===== config.mk =====
export PLATFORM = sky130hd
export DESIGN_NAME = uart_tx_arbiter_flat
export DESIGN_NICKNAME = d
export VERILOG_FILES = /design/src/rtl/uart_tx_arbiter_if.sv /design/src/rtl/uart_tx_arbiter.sv /design/src/flat_wrapper.sv
export SDC_FILE = /design/constraint.sdc
export NUM_CORES = 1
export LEC_CHECK = 0
export CELL_PAD_IN_SITES_DETAIL_PLACEMENT = 0
export CELL_PAD_IN_SITES_GLOBAL_PLACEMENT = 1
export CORE_MARGIN = 4
export CORE_UTILIZATION = 33
export CTS_CLUSTER_DIAMETER = 150
export DETAILED_ROUTE_END_ITERATION = 6
export GPL_TIMING_DRIVEN = 0
export PLACE_DENSITY_LB_ADDON = 0.1
export SLEW_MARGIN = 20
export SYNTH_ARGS = -nofsm -noshare
export SYNTH_HDL_FRONTEND = slang
export SYNTH_SLANG_ARGS = --single-unit

===== constraint.sdc =====
create_clock -name CLK -period 1.5 [get_ports CLK]
set_input_delay 0.3 -clock CLK [delete_from_list [all_inputs] [get_ports CLK]]
set_output_delay 0.3 -clock CLK [all_outputs]
set_load 0.01 [all_outputs]

===== src/rtl/uart_tx_arbiter_if.sv =====
// Handshake bundle between the two frame sources, the arbiter and the UART transmitter.
interface uart_tx_arbiter_if #(
    parameter int unsigned BYTE_W = 8
);
    logic                  req0;
    logic [2*BYTE_W-1:0]   data0;
    logic                  ack0;
    logic                  req1;
    logic [BYTE_W-1:0]     data1;
    logic                  ack1;
    logic                  tx_busy;
    logic [BYTE_W-1:0]     tx_p_data;
    logic                  tx_data_valid;
    logic                  arb_busy;
    logic                  grant_id;

    modport master (
        output req0, data0, req1, data1, tx_busy,
        input  ack0, ack1, tx_p_data, tx_data_valid, arb_busy, grant_id
    );

    modport slave (
        input  req0, data0, req1, data1, tx_busy,
        output ack0, ack1, tx_p_data, tx_data_valid, arb_busy, grant_id
    );
endinterface


===== src/rtl/uart_tx_arbiter.sv =====
// Round-robin arbiter that serialises a 2-byte channel-0 frame and a 1-byte
// channel-1 frame into a single UART transmitter, paced by its busy flag.
module uart_tx_arbiter #(
    parameter int unsigned BYTE_W   = 8,
    parameter int unsigned WAIT_MAX = 4
) (
    input logic              CLK,
    input logic              RST,
    uart_tx_arbiter_if.slave bus
);
    localparam int unsigned FRAME_W = 2 * BYTE_W;
    localparam int unsigned CNT_W   = 2;
    localparam int unsigned WAIT_W  = 4;

    typedef enum logic [1:0] {
        IDLE    = 2'd0,
        SEND    = 2'd1,
        WAIT_HI = 2'd2,
        WAIT_LO = 2'd3
    } state_t;

    state_t              state_q, state_d;
    logic [FRAME_W-1:0]  shift_q, shift_d;
    logic [CNT_W-1:0]    cnt_q, cnt_d;
    logic [WAIT_W-1:0]   wait_q, wait_d;
    logic                grant_q, grant_d;
    logic [BYTE_W-1:0]   pdata_q, pdata_d;
    logic                valid_q, valid_d;
    logic                ack0_q, ack0_d;
    logic                ack1_q, ack1_d;
    logic                busy_q;
    logic                pick;

    // Next-state and next-output logic; every output is registered from these.
    always_comb begin
        state_d = state_q;
        shift_d = shift_q;
        cnt_d   = cnt_q;
        wait_d  = wait_q;
        grant_d = grant_q;
        pdata_d = pdata_q;
        valid_d = 1'b0;
        ack0_d  = 1'b0;
        ack1_d  = 1'b0;
        pick    = (bus.req0 && bus.req1) ? ~grant_q : bus.req1;

        case (state_q)
            IDLE: begin
                if (!bus.tx_busy && (bus.req0 || bus.req1)) begin
                    grant_d = pick;
                    cnt_d   = pick ? CNT_W'(1) : CNT_W'(2);
                    shift_d = pick ? FRAME_W'(bus.data1) : bus.data0;
                    pdata_d = pick ? bus.data1 : bus.data0[BYTE_W-1:0];
                    valid_d = 1'b1;
                    ack0_d  = ~pick;
                    ack1_d  = pick;
                    state_d = SEND;
                end
            end
            SEND: begin
                wait_d  = '0;
                state_d = WAIT_HI;
            end
            WAIT_HI: begin
                if (bus.tx_busy) begin
                    state_d = WAIT_LO;
                end else begin
                    // Transmitter ignored the strobe: re-issue the same byte.
                    wait_d = wait_q + WAIT_W'(1);
                    if (wait_d == WAIT_W'(WAIT_MAX)) begin
                        valid_d = 1'b1;
                        state_d = SEND;
                    end
                end
            end
            WAIT_LO: begin
                if (!bus.tx_busy) begin
                    cnt_d = cnt_q - CNT_W'(1);
                    if (cnt_d != '0) begin
                        shift_d = shift_q >> BYTE_W;
                        pdata_d = shift_q[FRAME_W-1:BYTE_W];
                        valid_d = 1'b1;
                        state_d = SEND;
                    end else begin
                        state_d = IDLE;
                    end
                end
            end
            default: state_d = IDLE;
        endcase
    end

    always_ff @(posedge CLK or negedge RST) begin
        if (!RST) begin
            state_q <= IDLE;
            shift_q <= '0;
            cnt_q   <= '0;
            wait_q  <= '0;
            grant_q <= 1'b1;
            pdata_q <= '0;
            valid_q <= 1'b0;
            ack0_q  <= 1'b0;
            ack1_q  <= 1'b0;
            busy_q  <= 1'b0;
        end else begin
            state_q <= state_d;
            shift_q <= shift_d;
            cnt_q   <= cnt_d;
            wait_q  <= wait_d;
            grant_q <= grant_d;
            pdata_q <= pdata_d;
            valid_q <= valid_d;
            ack0_q  <= ack0_d;
            ack1_q  <= ack1_d;
            busy_q  <= (state_d != IDLE);
        end
    end

    assign bus.ack0          = ack0_q;
    assign bus.ack1          = ack1_q;
    assign bus.tx_p_data     = pdata_q;
    assign bus.tx_data_valid = valid_q;
    assign bus.arb_busy      = busy_q;
    assign bus.grant_id      = grant_q;

endmodule


===== src/flat_wrapper.sv =====
// flat-port wrapper written by rule: the top's interface ports become plain ports
module uart_tx_arbiter_flat 
#(
    parameter int unsigned BYTE_W   = 8,
    parameter int unsigned WAIT_MAX = 4
)
  (CLK, RST, bus_req0, bus_data0, bus_req1, bus_data1, bus_tx_busy, bus_ack0, bus_ack1, bus_tx_p_data, bus_tx_data_valid, bus_arb_busy, bus_grant_id);
  uart_tx_arbiter_if #(.BYTE_W(BYTE_W)) bus_i ();
  input logic CLK;
  input logic RST;
  input wire logic [$bits(bus_i.req0)-1:0] bus_req0;
  input wire logic [$bits(bus_i.data0)-1:0] bus_data0;
  input wire logic [$bits(bus_i.req1)-1:0] bus_req1;
  input wire logic [$bits(bus_i.data1)-1:0] bus_data1;
  input wire logic [$bits(bus_i.tx_busy)-1:0] bus_tx_busy;
  output wire logic [$bits(bus_i.ack0)-1:0] bus_ack0;
  output wire logic [$bits(bus_i.ack1)-1:0] bus_ack1;
  output wire logic [$bits(bus_i.tx_p_data)-1:0] bus_tx_p_data;
  output wire logic [$bits(bus_i.tx_data_valid)-1:0] bus_tx_data_valid;
  output wire logic [$bits(bus_i.arb_busy)-1:0] bus_arb_busy;
  output wire logic [$bits(bus_i.grant_id)-1:0] bus_grant_id;
  assign bus_i.req0 = bus_req0;
  assign bus_i.data0 = bus_data0;
  assign bus_i.req1 = bus_req1;
  assign bus_i.data1 = bus_data1;
  assign bus_i.tx_busy = bus_tx_busy;
  assign bus_ack0 = bus_i.ack0;
  assign bus_ack1 = bus_i.ack1;
  assign bus_tx_p_data = bus_i.tx_p_data;
  assign bus_tx_data_valid = bus_i.tx_data_valid;
  assign bus_arb_busy = bus_i.arb_busy;
  assign bus_grant_id = bus_i.grant_id;
  uart_tx_arbiter #(.BYTE_W(BYTE_W), .WAIT_MAX(WAIT_MAX)) u_core (.CLK(CLK), .RST(RST), .bus(bus_i));
endmodule

# Yosys cells after proc, flatten, opt, wreduce, memory -nomap -nowiden
# Cells that the tools add are included.
# op_classes
reduce_logical	13
bitwise	2
mux	33
n_eq_ne	8
addsub	2
# ops
operator	n
2-to-1 mux 16 bit	4
2-to-1 mux 8 bit	4
one-hot mux 16 bit (2 select lines)	1
one-hot mux 8 bit (2 select lines)	1
2-to-1 mux 2 bit	7
2-to-1 mux 1 bit	11
one-hot mux 2 bit (4 select lines)	1
one-hot mux 4 bit (2 select lines)	1
nonzero test 2 bit	4
adder 4 x 1 -> 4 bit, second input constant	1
== test 2 bit, second input constant	2
== test 4 x 3 -> 1 bit, second input constant	1
2-to-1 mux 4 bit	1
inequality test 2 x 1 -> 1 bit, second input constant	2
inequality test 2 bit, second input constant	2
one-hot mux 2 bit (2 select lines)	1
AND reduction 2 bit	2
AND reduction 4 bit	1
one-hot mux 1 bit (3 select lines)	1
AND reduction 3 bit	1
== test 2 x 1 -> 1 bit, second input constant	1
logical AND 1 bit	2
zero test 2 bit	1
NOT 1 bit	2
3 further kinds	3
# word_totals
out_inout_bits	13
regBits	37
word_cells	68
in_bits	29

# Logic depth before layout (Yosys ltp)
# depth
word_depth	6
depth_mapped	6
ltp_nobuf	5

# Least setup slack after synthesis
# Ideal clock, no wire load.
# synth_timing
path_kind	register -> register
start	register u_core.cnt_q[0]
end	register u_core.pdata_q[1] (netlist: u_core.bus.tx_p_data[1])
path_buffers	1
arrival_ps	1432
setup_ps	79
t_required_ps	1421
stages_incl_launch_ff	6
setup_slack_ps	-12
period_less_slack_ps	1512
cell_sequence	dfrtp_1 -> ha_1 -> nand2b_2 -> a21oi_4 -> buf_8 -> mux2i_1
# synth_via
elab_chain_len	4
# synth_lines
element	line_no	text
start: declaration	uart_tx_arbiter.sv:24	logic [CNT_W-1:0] cnt_q, cnt_d;
start signal: assignment	uart_tx_arbiter.sv:108	cnt_q <= cnt_d;
subtractor 2 x 1 -> 2 bit	uart_tx_arbiter.sv:78	cnt_d = cnt_q - CNT_W'(1);
nonzero test 2 bit	uart_tx_arbiter.sv:79	if (cnt_d != '0) begin
inequality test 2 x 1 -> 1 bit (no line)	n/a	
AND reduction 4 bit (no line)	n/a	
end signal: assignment	uart_tx_arbiter.sv:111	pdata_q <= pdata_d;
end: declaration	uart_tx_arbiter.sv:27	logic [BYTE_W-1:0] pdata_q, pdata_d;
# Every way passes these cells.
# A chain may end at the register's enable or synchronous reset.

# Worst setup path after layout
# layout_timing
start	register u_core.grant_q (netlist: u_core.bus.grant_id)
end	output port bus_grant_id
# layout_rtl
element	line_no	text
start: declaration	uart_tx_arbiter.sv:26	logic grant_q, grant_d;
start signal: assignment	uart_tx_arbiter.sv:110	grant_q <= grant_d;
end: declaration	flat_wrapper.sv:21	output wire logic [$bits(bus_i.grant_id)-1:0] bus_grant_id;
# No word-level cell between the ends.

==> flow_summary.toml <==
[run_status]
status = "finished clean"

[global_routing]
grt_overflow = 0
antenna_found_initial = 0
grt_pass1_wl_mm = 6.87
grt_max_degree = 30
grt.total_usage = 0.144
grt_pass1_vias = 1421

[timing]
hold_violations = 0
rsz0062_at_grt = "yes"
fin_crit_ns = 1.46
report.final.slew_viol_count = 0
slew_headroom = 0.554
fin_skew_ns = 0.00299
min_period_over_period = 0.972
max_freq_mhz = 686
setup_viol = 0
setup_tns_ns = 0
worst_pin_slew_ns = 0.670

[cts]
cts_tree = "done"
ctsHoldBuffers = 0
htree_levels = 2
clk_latency_ns = 0.28
clk_path_buf_depth = 2
cts.sinks = 29
cts-root-buf = "clkbuf_8"
clk_pin_slew_ns = 0.06
cts_buffers = 5

[route]
dr.pass1.iters = 4
drtAntennaViolNets = 0
drt_iter0_markers = 66
totalWireLength_mm = 4.16
drt_drc_violations_left = 0
vias = 1385
detail_route.vias_per_cell = 4.76
wl_per_cell_um = 14.3

[die]
io_pins = 42
die_area_sq_um = 6100
start_util = 0.341
core_area_sq_um = 4750
num_rows = 25
fp.dieH_um = 78.1
die_x_um = 78.1

[worst_setup_path]
crit_slowest_cell = "dfstp_2"
critPathMaxStageDelay_ns = 0.54
critPathMaxFanout = 3
cp_num_buf_inv = 2
cpLargestDelayFamily = "flip-flops"
crit_type = "reg2out"
reg2reg_slack_ns = 0.06
worst-path-stages = 2
start_kind = "register"
reg2reg_to = "u_core.bus.grant_id"
path_cells = "buf_4 > clkdlybuf4s15_1"
worstPathArrival_ns = 1.16
crit_required_ns = 1.20
crit_path_end_kind = "output pin"
worstRegToRegCells = 6
worstReg2RegStart = "u_core.state_q[0]"

[pwr]
vdd_drop_max_uv = 859
p_per_area_nw_per_um2 = 1850
total_leakage_power_uw = 0.00106

[synthesis]
synthMuxAreaShare = 0.105
syn_nets = 191
ys_seq_area_frac = 0.448
yosysUniqueCellTypes = 43
synth-xor-area-share = 0
synth_top_family_by_area = "compound AO/OA/AOI/OAI gates"
netlist_area_sq_um = 1620
synth-edff-count = 0
syn_avg_cell_area_sq_um = 10.2
synth-compound-area-share = 0.166
postSynthRegisterBits = 29
synth_flop_cell = "dfrtp_1"
synth_fa_ha_area_frac = 0.0231
synth_cells = 159
ys_warn_count = 0
async_reset_ff_frac = 1.00
synthSimpleGateAreaFrac = 0.136

[placement]
dpl.hpwl_mm = 2.84
port_buffers = 40
place.gp.congestion = 0.801
placed_cells = 266

[final_layout]
drive_gt1_frac = 0.237
final_nets = 255
area_growth_pct = 47.2
nFillCells = 453
final_common_cell = "clkdlybuf4s50_1"
final_cell_mix = "clkdlybuf4s50_1 (28), dfrtp_1 (27), buf_4 (22), inv_1 (20), mux2i_1 (17)"
stdcell_count = 291
final_util = 0.502
antennaDiodeCount = 0

[job]
drv_cap = 0

[worst_hold_path]
hold_path_class = "in2async"
flip-flops by register name (all words and copies together) (netlist names):
| signal | cells |
|---|---|
| u_core.shift_q | 9 |
| u_core.bus.tx_p_data | 7 |
| u_core.wait_q | 4 |
| u_core.cnt_q | 2 |
| u_core.state_q | 2 |
| u_core.bus.ack0 | 1 |
| u_core.bus.ack1 | 1 |
| u_core.bus.arb_busy | 1 |
| u_core.bus.grant_id | 1 |
| u_core.bus.tx_data_valid | 1 |
what timing repair did:
item / CTS / global route
setup endpoints to repair: 28 / 23
hold endpoints to repair: 0 / 0
gates cloned: 0 / 0
buffers inserted: 15 / 4
gates resized for setup: 23 / 17
pin swaps: 6 / 7
power breakdown:
group	switching, uW	internal, uW	leakage, uW
clock network	291	329	0.0000395
logic	1120	1350	0.000657
registers	213	1130	0.000359
how the worst max path moves through the flow:
stage	from	to	slack [ns]
floorplan	u_core.cnt_q[0]	u_core.bus.tx_p_data[1]	0.009
global placement	bus_req0	u_core.bus.tx_p_data[3]	-0.51
detailed placement	bus_req0	u_core.shift_q[14]	-0.55
CTS	u_core.bus.grant_id	u_core.bus.tx_p_data[0]	-0.001
global route	u_core.state_q[1]	u_core.bus.tx_p_data[2]	-0.04
finish	u_core.bus.grant_id	bus_grant_id	0.04
Yosys cell counts (3+ instances only):
cell type / count / share of area
dfrtp_1: 28 / 0.43
inv_1: 20 / 0.046
mux2i_1: 17 / 0.10
nand2_1: 12 / 0.028
buf_4: 8 / 0.037
o21ai_0: 6 / 0.019
nor2_1: 5 / 0.012
o221ai_1: 5 / 0.027
or3_1: 5 / 0.019
a21oi_1: 4 / 0.012
a222oi_1: 3 / 0.019
buf_6: 3 / 0.021
ha_1: 3 / 0.023
o211ai_1: 3 / 0.014
per-stage QoR:
stage | hold WS [ns] | total power, uW | setup WS [ns] | cell area [sq um]
2_1_floorplan | 0.00441 | 2740 | 0.00854 | 1620
3_3_place_gp | 0.476 | 3390 | -0.512 | 2110
3_5_place_dp | 0.389 | 3450 | -0.551 | 2100
4_1_cts | 0.0849 | 4310 | -0.00102 | 2320
5_1_grt | 0.110 | 4770 | -0.0412 | 2390
6_report | 0.0528 | 4430 | 0.0419 | 2390
final cells by class:
class	count	area [sq um]	share of cell area
buffer	13	113	0.0471
clock buffer	8	80.1	0.0335
inverter	20	75.1	0.0314
multi-input combinational	95	764	0.320
sequential	29	728	0.305
tap	67	83.8	0.0351
timing repair buffer	59	544	0.228
per-layer routing:
metal / track usage / share of wire / vias to the layer above / routed length, um
met3: 0.0447 / 0.066 / 6 / 275
met2: 0.222 / 0.46 / 45 / 1910
li1: - / - / 679 / -
met5: 0 / 0 / - / 0
met4: 0.0524 / 0.014 / 0 / 59
met1: 0.192 / 0.46 / 655 / 1910
kinds of logic after synthesis:
group	count (synthesis)
and+or+nand+nor	39
AOI/OAI and AO/OA	36
buffers and inverters	35
DFF	29
muxes	17
adders and majority gates	3
worst register-to-register path, delay by kind of cell (launching register included):
family | cells | cell delay [ns]
AOI/OAI and AO/OA | 2 | 0.23
DFF | 1 | 0.41
buffers and inverters | 2 | 0.28
and+or+nand+nor | 2 | 0.44
No activity file was read; power rests on OpenSTA's default activity.
